===== src/rtl/wb_stage.sv =====
// Write-back stage: commits ALU results directly and loads after memory acknowledge, with extraction.
// Latency: ALU 1 cycle; load 1 cycle to request, then 1 cycle after mem_ack (timeout aborts after TIMEOUT cycles).
// Backpressure: ex_ready low while a load is outstanding; one load in flight at most.
module wb_stage #(
    parameter int TIMEOUT = 15
) (
    input  logic        clk,
    input  logic        reset,
    input  logic        ex_valid,
    output logic        ex_ready,
    input  logic [4:0]  ex_rd,
    input  logic [31:0] ex_result,
    input  logic        ex_is_load,
    input  logic [2:0]  ex_funct3,
    input  logic [1:0]  ex_addr_lo,
    output logic        mem_req,
    input  logic        mem_ack,
    input  logic [31:0] mem_rdata,
    output logic [31:0] WB_out,
    output logic        RegBank_en,
    output logic [4:0]  WB_rd,
    output logic        stall,
    output logic        load_err
);

    typedef enum logic [1:0] {IDLE, LOAD_WAIT, COMMIT} state_t;

    localparam logic [7:0] LAST_WAIT = 8'(TIMEOUT - 1);

    state_t      state_q, state_d;
    logic [7:0]  cnt_q, cnt_d;
    logic [4:0]  rd_q, rd_d;
    logic [2:0]  f3_q, f3_d;
    logic [1:0]  lo_q, lo_d;

    logic        ex_ready_q, ex_ready_d;
    logic        mem_req_q, mem_req_d;
    logic        stall_q, stall_d;
    logic [31:0] wb_out_q, wb_out_d;
    logic        reg_en_q, reg_en_d;
    logic [4:0]  wb_rd_q, wb_rd_d;
    logic        load_err_q, load_err_d;

    logic        accept;
    logic        load_ok;
    logic        timeout_hit;

    // Width/alignment legality of a load: bytes any lane, halves even lanes, words lane 0.
    function automatic logic legal_load(input logic [2:0] f3, input logic [1:0] lo);
        logic ok;
        case (f3)
            3'd0, 3'd4: ok = 1'b1;
            3'd1, 3'd5: ok = ~lo[0];
            3'd2:       ok = (lo == 2'd0);
            default:    ok = 1'b0;
        endcase
        return ok;
    endfunction

    // Pick the addressed byte/half out of the aligned word and extend it.
    function automatic logic [31:0] extract(input logic [2:0] f3, input logic [1:0] lo,
                                            input logic [31:0] d);
        logic [7:0]  b;
        logic [15:0] h;
        logic [31:0] r;
        case (lo)
            2'd0:    b = d[7:0];
            2'd1:    b = d[15:8];
            2'd2:    b = d[23:16];
            default: b = d[31:24];
        endcase
        h = lo[1] ? d[31:16] : d[15:0];
        case (f3)
            3'd0:    r = {{24{b[7]}}, b};
            3'd4:    r = {24'h0, b};
            3'd1:    r = {{16{h[15]}}, h};
            3'd5:    r = {16'h0, h};
            default: r = d;
        endcase
        return r;
    endfunction

    assign accept      = ex_valid && ex_ready_q;
    assign load_ok     = legal_load(ex_funct3, ex_addr_lo);
    assign timeout_hit = (cnt_q == LAST_WAIT);

    // State register plus capture and output flops; reset drops everything but ex_ready.
    always_ff @(posedge clk or negedge reset) begin
        if (!reset) begin
            state_q    <= IDLE;
            cnt_q      <= 8'd0;
            rd_q       <= 5'd0;
            f3_q       <= 3'd0;
            lo_q       <= 2'd0;
            ex_ready_q <= 1'b1;
            mem_req_q  <= 1'b0;
            stall_q    <= 1'b0;
            wb_out_q   <= 32'd0;
            reg_en_q   <= 1'b0;
            wb_rd_q    <= 5'd0;
            load_err_q <= 1'b0;
        end else begin
            state_q    <= state_d;
            cnt_q      <= cnt_d;
            rd_q       <= rd_d;
            f3_q       <= f3_d;
            lo_q       <= lo_d;
            ex_ready_q <= ex_ready_d;
            mem_req_q  <= mem_req_d;
            stall_q    <= stall_d;
            wb_out_q   <= wb_out_d;
            reg_en_q   <= reg_en_d;
            wb_rd_q    <= wb_rd_d;
            load_err_q <= load_err_d;
        end
    end

    // Next state: accept in IDLE/COMMIT, leave LOAD_WAIT on ack or on the last timed-out cycle.
    always_comb begin
        state_d = state_q;
        case (state_q)
            IDLE, COMMIT: begin
                if (accept && !ex_is_load)  state_d = COMMIT;
                else if (accept && load_ok) state_d = LOAD_WAIT;
                else                        state_d = IDLE;
            end
            LOAD_WAIT: begin
                if (mem_ack)          state_d = COMMIT;
                else if (timeout_hit) state_d = IDLE;
                else                  state_d = LOAD_WAIT;
            end
            default: state_d = IDLE;
        endcase
    end

    // Next output/capture values; status outputs follow the next state so they stay registered.
    always_comb begin
        cnt_d      = cnt_q;
        rd_d       = rd_q;
        f3_d       = f3_q;
        lo_d       = lo_q;
        wb_out_d   = wb_out_q;
        wb_rd_d    = wb_rd_q;
        reg_en_d   = 1'b0;
        load_err_d = 1'b0;
        mem_req_d  = (state_d == LOAD_WAIT);
        stall_d    = (state_d == LOAD_WAIT);
        ex_ready_d = (state_d != LOAD_WAIT);
        case (state_q)
            IDLE, COMMIT: begin
                if (accept) begin
                    if (!ex_is_load) begin
                        wb_out_d = ex_result;
                        wb_rd_d  = ex_rd;
                        reg_en_d = (ex_rd != 5'd0);
                    end else if (load_ok) begin
                        rd_d  = ex_rd;
                        f3_d  = ex_funct3;
                        lo_d  = ex_addr_lo;
                        cnt_d = 8'd0;
                    end else begin
                        load_err_d = 1'b1;
                    end
                end
            end
            LOAD_WAIT: begin
                if (mem_ack) begin
                    wb_out_d = extract(f3_q, lo_q, mem_rdata);
                    wb_rd_d  = rd_q;
                    reg_en_d = (rd_q != 5'd0);
                end else if (timeout_hit) begin
                    load_err_d = 1'b1;
                end else begin
                    cnt_d = cnt_q + 8'd1;
                end
            end
            default: ;
        endcase
    end

    assign ex_ready   = ex_ready_q;
    assign mem_req    = mem_req_q;
    assign stall      = stall_q;
    assign WB_out     = wb_out_q;
    assign RegBank_en = reg_en_q;
    assign WB_rd      = wb_rd_q;
    assign load_err   = load_err_q;

endmodule


===== config.mk =====
export PLATFORM = sky130hd
export DESIGN_NAME = wb_stage
export DESIGN_NICKNAME = d
export VERILOG_FILES = /design/src/rtl/wb_stage.sv
export SDC_FILE = /design/constraint.sdc
export NUM_CORES = 1
export LEC_CHECK = 0
export BUFFER_PORTS_ARGS = -buffer_cell sky130_fd_sc_hd__buf_2
export CORE_UTILIZATION = 30
export CTS_BUF_LIST = sky130_fd_sc_hd__clkbuf_2
export DETAILED_ROUTE_END_ITERATION = 8
export PLACE_DENSITY = 0.63
export REMOVE_ABC_BUFFERS = 1
export SYNTH_ARGS = -nofsm -noshare
export SYNTH_HDL_FRONTEND = slang
export SYNTH_SLANG_ARGS = --single-unit

===== constraint.sdc =====
create_clock -name clk -period 2.5 [get_ports clk]
set_clock_uncertainty 0.2 [all_clocks]
set_input_delay 0.625 -clock clk [delete_from_list [all_inputs] [get_ports clk]]
set_output_delay 0.625 -clock clk [all_outputs]
set_load 0.01 [all_outputs]

-- Word level (Yosys, flattened, before mapping)
Index checks and enable logic that the tools add are counted.
- register bits: 61
- bitwise operators: 1
- mux-type cells: 33
- $add $sub $neg: 1
- reductions and logical operators: 18
- equality and inequality tests: 21
- operators with widths (operator ; number):
    $pmux W32 S4 ; 1
    $mux W32 ; 3
    $pmux W32 S2 ; 1
    $mux W8 ; 5
    $pmux W8 S3 ; 1
    $mux W16 ; 1
    $pmux W8 S2 ; 1
    $mux W5 ; 3
    $ne A2 B2 Y1 const B ; 7
    $eq A3 B3 Y1 const B ; 4
    $mux W1 ; 10
    $pmux W5 S2 ; 1
    $reduce_bool A5 Y1 ; 2
    $add A8 B1 Y8 const B ; 1
    $eq A8 B4 Y1 const B ; 1
    $reduce_and A4 Y1 ; 2
    $eq A2 B1 Y1 const B ; 3
    $eq A3 B1 Y1 const B ; 2
    $logic_not A2 Y1 ; 3
    $logic_not A3 Y1 ; 2
    $reduce_and A6 Y1 ; 1
    $reduce_or A2 Y1 ; 3
    $eq A2 B2 Y1 const B ; 2
    $mux W2 ; 2
    other kinds (9) ; 12

-- Longest topological paths before layout
Gate-level depths: netlist of the first run.
- depth in word-level cells: 8
- gate-level depth with buffers: 7
- depth with buffers taken out: 6

-- Worst setup path after synthesis of the first run
OpenSTA, ideal clock, no wires.
- kind: input port to flip-flop
- from: in mem_ack
- to: reg cnt_q[4]
- path buffers: 1
- path slack: 0.368 ns
- data arrival time: 1.855 ns
- library setup time: 0.077 ns
- stages: 5
- cells stage by stage: or3b_1 -> buf_2 -> a21o_4 -> or4_1 -> a21oi_1
- cells in the longest elaborated chain, start to end: 2
- RTL lines (item ; RTL line ; text):
    start: declaration ; 17 ; input logic mem_ack,
    $ne A2 B2 Y1 (no source line) ; - ;
    $reduce_and A6 Y1 (no source line) ; - ;
    end signal: assignment ; 104 ; cnt_q <= cnt_d;
    end: declaration ; 31 ; logic [7:0] cnt_q, cnt_d;
Every way passes these cells.
A chain may end at the register's enable or synchronous reset.

-- Worst setup path after layout of the first run
- from: reg lo_q[1]
- to: reg wb_out_q[21], in the netlist WB_out[21]
- cells in the longest elaborated chain, start to end: 5
- elaborated cells on any way between the ends: 8
- those cells by class: eq/ne: 2; mux: 5; reduce/logical: 1
- RTL lines (item ; RTL line ; text):
    start: declaration ; 34 ; logic [1:0] lo_q, lo_d;
    start signal: assignment ; 107 ; lo_q <= lo_d;
    $eq A2 B2 Y1, or another cell as far along ; 66 ; case (lo)
    $pmux W8 S3 ; 66 ;
    $pmux W32 S4 * ; 73 ; case (f3)
    $mux W32 * ; 167 ; if (mem_ack) begin
    $pmux W32 S2 * ; 149 ; case (state_q)
    end signal: assignment ; 111 ; wb_out_q <= wb_out_d;
    end: declaration ; 39 ; logic [31:0] wb_out_q, wb_out_d;
Every way passes the cells marked *; elsewhere a longest branch is shown, timed or not. The select of a mux whose other input is x is not followed.

==> reports/metrics.cfg, run 1 <==
[status]
status=completed

[pwr]
ir_drop_mv=0.344
finalPower_mw=3.32
powerDensity_nw_per_um2=769
leakagePower_nw=1.96

[cts]
htreeDepth=3
numClockSinks=61
clock_latency_ns=0.51
cts_buffer_depth=2
path_clk_slew_ns=0.18
cts_tree=built
postCtsResizedCells=0
cts-root-buf=clkbuf_2
cts_buffers=9

[placed_design]
port_buffers=120
gp_congestion=0.908
post-place-ws_ns=0.153
dpl_cell_area_um2=4170
place_hpwl_um=7590

[cells_and_area]
drive_above_1_share_pct=36.2
syn_to_final_growth_pct=29.7
nFillCells=1097
diodes=0
stdcell_area_um2=4310
fin_nets=560

[timing]
worst_slack_ns=0.466
finalSetupViolCount=0
finalCritPeriodShare_pct=81.3
grt_setup_unrepaired=false
hold_violations=0
worst_pin_slew_ns=0.637
hold_ws_ns=0.146
fmax_mhz=492
relSlewSlack_pct=57.4
final.setup.tns_ns=0
post-route-min-period_ns=2.03
report.final.slew_viol_count=0

[drt]
vias_per_cell=5.19
drt_pass1_iterations=5
ant_nets=0
routed_wl_um=10600
dr.first_iter.drc_count=153
drc=0
wl_per_cell_um=17.1
num_vias=3240

[critical_path]
reg2reg_to=WB_out[21]
crit_arrival_ns=2.24
setup.worst_path.start_class=register
cp.depth=5
required_ns=2.71
reg2reg_slack_ns=0.47
worst_path_largest_cell_delay_ns=0.56
critPathSlowestCell=mux4_2
path_cells=mux4_2, o221a_2, nor2_2, buf_12, a211oi_1
worstSetupEndpointType=register
worstRegToRegCells=5
timing.rr.start=lo_q[1]
crit_family=multiplexers
path_class=register to register
crit_fanout=16
critPathBufInv=1

[hold_path]
hold_class=primary input to register
holdCritStartpoint=mem_rdata[20]
min_path_cells=3
whs_endpoint=WB_out[20]

[floorplan]
io_pins=121
initial_core_util_pct=30.7
die_x_um=107
core_area_um2=10800
die_h_um=107
fp-row-count=38
die_area_um2=11500

[logic_synthesis]
yosysSeqAreaShare_pct=46.0
syn_inst=356
ys_types=45
synth_warnings=0
syn_area_per_cell_um2=9.34
ys_ff_latch=61
syn_area_um2=3320

[grt]
track_usage_pct=19.7
grt_max_degree=31
first_global_vias=3179
grt_pass1_wl_um=16900
antenna_found_initial=0
grt_overflow=0

[job]
maxCapViolCount=0

[per-layer routing]
layer | routed length [um] | GRT usage (%) | up-vias
met4 | 284 | 8.90 | 0
li1 | - | - | 1561
met3 | 607 | 4.18 | 27
met5 | 0 | 0 | -
met2 | 4990 | 31.1 | 113
met1 | 4760 | 25.8 | 1539
[worst max path at each step]
stage | startpoint | endpoint | slack (ns)
2_1_floorplan | state_q[0] | WB_out[0] | -0.89
3_3_place_gp | mem_ack | cnt_q[4] | 0.20
3_5_place_dp | mem_ack | cnt_q[4] | 0.15
4_1_cts | ex_ready | ex_ready | 0.44
5_1_grt | state_q[0] | WB_out[0] | 0.30
6_report | lo_q[1] | WB_out[21] | 0.47
[worst register-to-register path, stage by stage, from the launching register on]
cell      delay, ns
dfrtp_1        0.52
mux4_2         0.56
o221a_2        0.29
nor2_2         0.13
buf_12         0.16
a211oi_1       0.09
[cells in the final DEF, fill, tap and decap left out, types with 3 or more instances in the layout]
cell	instances
buf_2	120
dfrtp_1	60
nand2_1	34
nor2_1	29
nor3_1	21
a21oi_1	19
a211oi_1	18
nand3b_1	15
o21ai_0	14
buf_4	14
mux2_2	12
nand3_1	11
clkbuf_2	10
nor2b_1	9
a221oi_1	8
o211ai_1	8
o21ai_1	7
a21o_1	7
a21boi_0	7
a211o_1	6
a31oi_1	5
inv_1	4
xnor2_1	4
buf_12	4
or4_1	3
[area by class of cell]
class	instances	area, um^2	area share, %
tap	140	175	4.06
timing repair buffer	139	796	18.5
sequential	61	1530	35.4
clock inverter	6	77.6	1.80
clock buffer	10	50.0	1.16
multi-input combinational	263	1670	38.7
inverter	5	18.8	0.435
[per-stage QoR]
stage               cells  utilization [%]
finish                624             39.8
global route          624             39.8
CTS                   624             39.8
detailed placement    607             38.5
global placement      607             38.5
floorplan             329                -
[cells in the mapped netlist, drive strengths merged]
master    n  area share (%)
dfrtp    60              45
a311oi    1            0.45
a21oi    20             3.0
nor3     21             3.2
buf      10             1.6
nor2     30             3.5
o2bb2ai   1            0.26
xnor2     4             1.1
and3      1            0.19
a21o      8             2.0
a221oi    8             2.1
nand2b    2            0.38
clkbuf   17             1.9
ha        2            0.75
a21boi    7             1.6
nand2    34             3.8
a21bo     1            0.30
mux2     12             4.1
a22oi     1            0.23
mux4      1            0.68
a31oi     5            0.94
o221a     1            0.34
nor4      2            0.38
o21ai    21             3.2
inv       5            0.56
o31ai     2            0.45
and4bb    1            0.38
mux2i     2            0.60
dfstp     1            0.79
or4       3            0.68
nand3    11             1.7
a211oi   18             4.1
nand3b   15             3.4
or2b      1            0.23
nor2b    10             1.9
and4b     2            0.60
a211o     6             1.6
o211ai    8             1.8
or3b      1            0.26
[registers in the layout, indices dropped and copies added, names as in the netlist]
register,flops
RegBank_en,1
stall,1
state_q,2
f3_q,3
cnt_q,8
load_err,1
WB_out,32
lo_q,2
ex_ready,1
rd_q,5
WB_rd,5
[power breakdown]
part | leakage [nW] | switching [mW] | internal, mW
logic | 1.15 | 0.675 | 0.525
clock network | 0.0808 | 0.388 | 0.326
registers | 0.725 | 0.174 | 1.23
[kinds of logic (layout without fill, tap and decap cells)]
group / Yosys count / count (layout) / synth area share [%]
AO/OA/AOI/OAI: 108 / 108 / 22.3
XOR/XNOR: 4 / 4 / 1.05
adder cells (fa/ha/maj): 2 / 2 / 0.753
buffers and inverters: 32 / 160 / 4.10
flip-flops: 61 / 61 / 46.0
multiplexers: 15 / 15 / 5.34
AND/OR/NAND/NOR: 134 / 134 / 20.5
[timing repair]
action,4_1_cts,5_1_grt
setup buffers,0,0
hold buffers,1,0
hold endpoints to repair,17,0
No activity file was read; power rests on OpenSTA's default activity.
==> run 2, diff against run 1 <==
--- a/config.mk
+++ b/config.mk
@@ -5,11 +5,12 @@
 export SDC_FILE = /design/constraint.sdc
 export NUM_CORES = 1
 export LEC_CHECK = 0
+export ABC_AREA = 1
 export BUFFER_PORTS_ARGS = -buffer_cell sky130_fd_sc_hd__buf_2
 export CORE_UTILIZATION = 30
 export CTS_BUF_LIST = sky130_fd_sc_hd__clkbuf_2
 export DETAILED_ROUTE_END_ITERATION = 8
-export PLACE_DENSITY = 0.63
+export PLACE_DENSITY = 0.62
 export REMOVE_ABC_BUFFERS = 1
 export SYNTH_ARGS = -nofsm -noshare
 export SYNTH_HDL_FRONTEND = slang
==> constraint.sdc (replaced) <==
create_clock -name clk -period 1.95 [get_ports clk]
set_clock_uncertainty 0.2 [all_clocks]
set_input_delay 0.4875 -clock clk [delete_from_list [all_inputs] [get_ports clk]]
set_output_delay 0.4875 -clock clk [all_outputs]
set_load 0.01 [all_outputs]
==> reports/metrics.cfg, run 2 <==
[status]
status=completed

[logic_synthesis]
syn_area_per_cell_um2=7.35
syn_area_um2=3670
synth_area_leader_cell=dfrtp_1
yosysSeqAreaShare_pct=41.6
synth_warnings=0
synth_most_common_cell=nand2_1
synth-edff-count=0
synth_area_leaders=dfrtp_1 (41%), nand2_1 (15%), nor2_1 (7.0%), a21oi_2 (6.7%), a21oi_1 (4.5%)
ys_ff_latch=61
synth-main-ff-cell=dfrtp_1
synthTopCellsByCount=nand2_1 (149), nor2_1 (69), dfrtp_1 (60), a21oi_1 (33), nand3_1 (31)
ys_types=35
netlist.area_leader.share_pct=40.9
synthArstFlopShare_pct=100
syn_inst=500

[timing]
relSlewSlack_pct=64.7
grt_setup_unrepaired=true
hold_ws_ns=0.0333
report.final.slew_viol_count=0
final.setup.tns_ns=0
worst_pin_slew_ns=0.530
finalSetupViolCount=0
finalCritPeriodShare_pct=96.2
post-route-min-period_ns=1.88
worst_slack_ns=0.0732
fmax_mhz=533
hold_violations=0

[placed_design]
port_buffers=120
gp_congestion=0.882
dpl_cell_area_um2=4460
post-place-ws_ns=0.108
dp_cells=754
place_hpwl_um=8210

[pwr]
ir_drop_mv=0.260
combPwrFrac_pct=37.3
p_sw_share_pct=38.4
finalPower_mw=4.54
clock_power_share_pct=23.1
leakagePower_nw=2.40
switchingPower_mw=1.74
powerDensity_nw_per_um2=954
pwr-share-seq_pct=39.6
p_int_mw=2.80

[cts]
cts-root-buf=clkbuf_2
numClockSinks=61
cts_buffers=9
clock_latency_ns=0.55
postCtsSetupBuffers=0
path_clk_slew_ns=0.15
cts_buffer_depth=2
htreeDepth=3
cts_tree=built

[hold_path]
hold_class=primary input to register

[critical_path]
crit_family=flip-flops
crit_fanout=2
worstSetupEndpointType=primary output
crit_arrival_ns=1.19
critPathBufInv=1
path_class=register to primary output
path_cells=buf_6
setup.worst_path.start_class=register
required_ns=1.26
worst_path_largest_cell_delay_ns=0.57
critPathSlowestCell=dfstp_2

[floorplan]
io_pins=121
die_area_um2=12700
initial_core_util_pct=30.7
die_x_um=113
core_area_um2=12000
die_h_um=113
fp-row-count=40

[cells_and_area]
largest_reg_flops=32
nFillCells=1255
fin_util_pct=39.8
final-seq-area_um2=1530
syn_to_final_growth_pct=29.6
final_cell_mix=nand2_1 (149), buf_2 (119), nor2_1 (69)
multi_input_area_um2=1820
final_cells=786
fin_nets=713
drive_above_1_share_pct=31.1
stdcell_area_um2=4760
final_common_cell=nand2_1

[drt]
vias_per_cell=4.85
ant_nets=0
drt_pass1_iterations=6
wl_per_cell_um=14.1
routed_wl_um=11100
dr.first_iter.drc_count=270
num_vias=3809
drc=0

[grt]
globalRouteMet2Util_pct=28.3
antenna_found_initial=1
grt_pass1_wl_um=17900
grt_most_used_layer=met2
grt_overflow=0
grt_max_degree=40
grt_use_met3_pct=4.64
first_global_vias=3672
track_usage_pct=18.1
grtUsageMet1_pct=23.6

[job]
maxCapViolCount=0

## run 2: logic make-up after synthesis
family / Yosys count / share of synthesized area (%)
buf+inv: 65 / 8.92
fa+ha+maj: 2 / 0.681
compound gates: 101 / 17.7
xor+xnor: 6 / 1.43
simple gates: 265 / 29.7
flops: 61 / 41.6
## run 2: routing by layer
layer,share of wire [%],vias up
met4,2.6,0
li1,-,1886
met3,5.6,26
met5,0,-
met2,47,121
met1,45,1776
## run 2: cell type report
cell class                      count  share of cell area, %
Multi-Input combinational cell    374                   38.2
Sequential cell                    61                   32.1
Inverter                           36                   2.97
Antenna cell                        2                  0.105
Clock inverter                      5                   2.08
Timing Repair Buffer              150                   19.5
Clock buffer                       11                   1.16
Tap cell                          147                   3.86
## run 2: repair_timing
action / in CTS / in global routing
endpoints found under the hold margin: 32 / 0
hold buffers: 14 / 0
endpoints found under the setup margin: 0 / 17
resized for setup: 0 / 2
## run 2: worst min-delay path, delay by kind of cell
kind                   cells  cell delay (ns)
buffers and inverters      1             0.08
AOI/OAI and AO/OA          2             0.16
## run 2: worst paths after layout
| path | endpoint | cells after the start | from | slack [ns] |
|---|---|---|---|---|
| min | WB_out[12] | 3 | ex_result[12] | 0.03 |
| min reg2reg | WB_out[30] | 2 | WB_out[30] | 0.31 |
| max reg2reg | WB_out[7] | 7 | state_q[0] | 0.13 |
| min in group asynchronous | WB_rd[3] | 2 | reset | 0.22 |
| max | ex_ready | 1 | ex_ready | 0.07 |
| max in group asynchronous | WB_out[0] | 3 | reset | 0.81 |
## run 2: power groups by stage
| stage | combinational, mW | sequential [mW] | clock (mW) |
|---|---|---|---|
| global route | 1.90 | 1.84 | 1.13 |
| CTS | 1.70 | 1.80 | 1.08 |
| floorplan | 0.835 | 1.93 | 0 |
| global placement | 1.64 | 1.82 | 0 |
| finish | 1.69 | 1.80 | 1.05 |
| detailed placement | 1.68 | 1.82 | 0 |
==> run 3, diff against run 2 <==
--- a/config.mk
+++ b/config.mk
@@ -5,12 +5,11 @@
 export SDC_FILE = /design/constraint.sdc
 export NUM_CORES = 1
 export LEC_CHECK = 0
-export ABC_AREA = 1
 export BUFFER_PORTS_ARGS = -buffer_cell sky130_fd_sc_hd__buf_2
 export CORE_UTILIZATION = 30
 export CTS_BUF_LIST = sky130_fd_sc_hd__clkbuf_2
 export DETAILED_ROUTE_END_ITERATION = 8
-export PLACE_DENSITY = 0.62
+export PLACE_DENSITY = 0.63
 export REMOVE_ABC_BUFFERS = 1
 export SYNTH_ARGS = -nofsm -noshare
 export SYNTH_HDL_FRONTEND = slang
==> reports/metrics.cfg, run 3 (same netlist as run 1, synthesis figures left out) <==
[status]
status=completed

[timing]
grt_setup_unrepaired=false
report.final.slew_viol_count=0
post-route-min-period_ns=1.88
hold_violations=0
finalSetupViolCount=0
finalCritPeriodShare_pct=96.4
relSlewSlack_pct=71.7
worst_pin_slew_ns=0.422
fmax_mhz=532

[grt]
grt_overflow=0
grt_pass1_wl_um=17000
first_global_vias=3374
antenna_found_initial=0
track_usage_pct=19.2
grt_max_degree=62

[drt]
drc=0
dr.first_iter.drc_count=116
wl_per_cell_um=16.5
top_layer=met4
wl_met3_um=572
drt-met1-wl_um=4710
routed_wl_um=10600
ant_nets=0
num_vias=3340
drt_pass1_iterations=4
wl_met2_um=5080
vias_per_cell=5.19

[critical_path]
worst_path_largest_cell_delay_ns=0.51
crit_arrival_ns=2.05
setup.worst_path.start_class=register
worstSetupEndpointType=register
path_class=register to register
required_ns=2.12
crit_fanout=16
path_cells=mux4_2, o221a_2, nor2_2, buf_12, a211oi_1
worstRegToRegCells=5
critPathSlowestCell=mux4_2

[cts]
numClockSinks=61
clock_latency_ns=0.48
path_clk_slew_ns=0.19
postCtsSetupBuffers=0
cts_buffer_depth=2
htreeDepth=3
cts_buffers=9
cts_tree=built
cts-root-buf=clkbuf_2

[pwr]
clock_power_share_pct=16.2
combPwrFrac_pct=39.8
p_int_mw=2.48
powerDensity_nw_per_um2=918
p_sw_share_pct=39.2
switchingPower_mw=1.60
ir_drop_mv=0.470
pwr-share-seq_pct=44.0
finalPower_mw=4.09
leakagePower_nw=2.04

[cells_and_area]
final-seq-area_um2=1530
diodes=0
nFillCells=1090
syn_to_final_growth_pct=34.0
largest_reg_flops=32
fin_nets=579
final_cell_mix=buf_2 (119), dfrtp_1 (59), nand2_1 (34)
final_common_cell=buf_2
drive_above_1_share_pct=38.2
multi_input_area_um2=1680
final_cells=643

[placed_design]
dp_cells=620
port_buffers=120
place_hpwl_um=7620
gp_congestion=0.825

[floorplan]
io_pins=121
die_h_um=107
fp-row-count=38
die_x_um=107
core_area_um2=10800
initial_core_util_pct=30.7
die_area_um2=11500

[hold_path]
hold_class=primary input to register
min_path_cells=3

[job]
maxCapViolCount=0

## run 3: changes by cell type in the layout (fill, tap and decap cells not counted), sizes merged, moves of 15 or more
cell / before / now
nand2: 151 / 34
nor3: 3 / 21
a211oi: 0 / 18
a21oi: 62 / 20
nor2: 73 / 30
nand3b: 0 / 15
buf: 136 / 151
nand3: 32 / 11
inv: 35 / 5
## run 3: path summary, 6_finish.rpt
check	startpoint	slack (ns)	to
max	lo_q[1]	0.07	WB_out[31]
min	mem_rdata[18]	0.04	WB_out[18]
max reg2reg	lo_q[1]	0.07	WB_out[31]
min reg2reg	WB_out[4]	0.34	WB_out[4]
max in group asynchronous	reset	0.92	ex_ready
min in group asynchronous	reset	0.31	WB_out[19]
## run 3: what timing repair did
item | CTS | global route
hold buffers | 7 | 0
endpoints found under the hold margin | 66 | 0
setup endpoints to repair | 7 | 6
resized for setup | 1 | 5
cloned | 0 | 0
## run 3: area by class of cell
type,count,area share [%]
sequential,61,34.3
timing repair buffer,158,21.8
multi-input combinational,263,37.6
clock buffer,11,1.24
clock inverter,5,0.618
inverter,5,0.421
tap,140,3.93
## run 3: power groups by stage
stage                     clock network, mW  logic [mW]  registers [mW]
after global routing                  0.751        1.81            1.83
after global placement                    0        1.59            1.81
final                                 0.662        1.63            1.80
after floorplan                           0       0.672            1.97
after detailed placement                  0        1.62            1.82
after CTS                             0.692        1.64            1.80
## run 3: layer usage
metal | vias to the layer above | track usage, %
met5 | - | 0
met4 | 0 | 9.39
met3 | 20 | 3.09
met2 | 116 | 30.9
met1 | 1610 | 25.0
li1 | 1594 | -
## run 3: worst max-delay path: cells and delay by family (launching register included)
kind | cells | cell delay (ns)
mux | 1 | 0.51
buf+inv | 1 | 0.17
flops | 1 | 0.40
simple gates | 1 | 0.13
compound gates | 2 | 0.37
## run 3: metrics by stage
stage / setup slack (ns) / area (um^2) / utilization (%) / setup TNS [ns] / hold slack [ns]
final: 0.0705 / 4450 / 41.1 / 0 / 0.0422
after global routing: 0.00216 / 4450 / 41.1 / 0 / 0.00245
after CTS: 0.0251 / 4440 / 41.0 / 0 / 0.00108
after detailed placement: -0.134 / 4280 / 39.5 / -2.46 / 0.302
after global placement: -0.0892 / 4280 / 39.5 / -1.76 / 0.298
after floorplan: -1.44 / 3210 / - / -51.43 / -0.00809
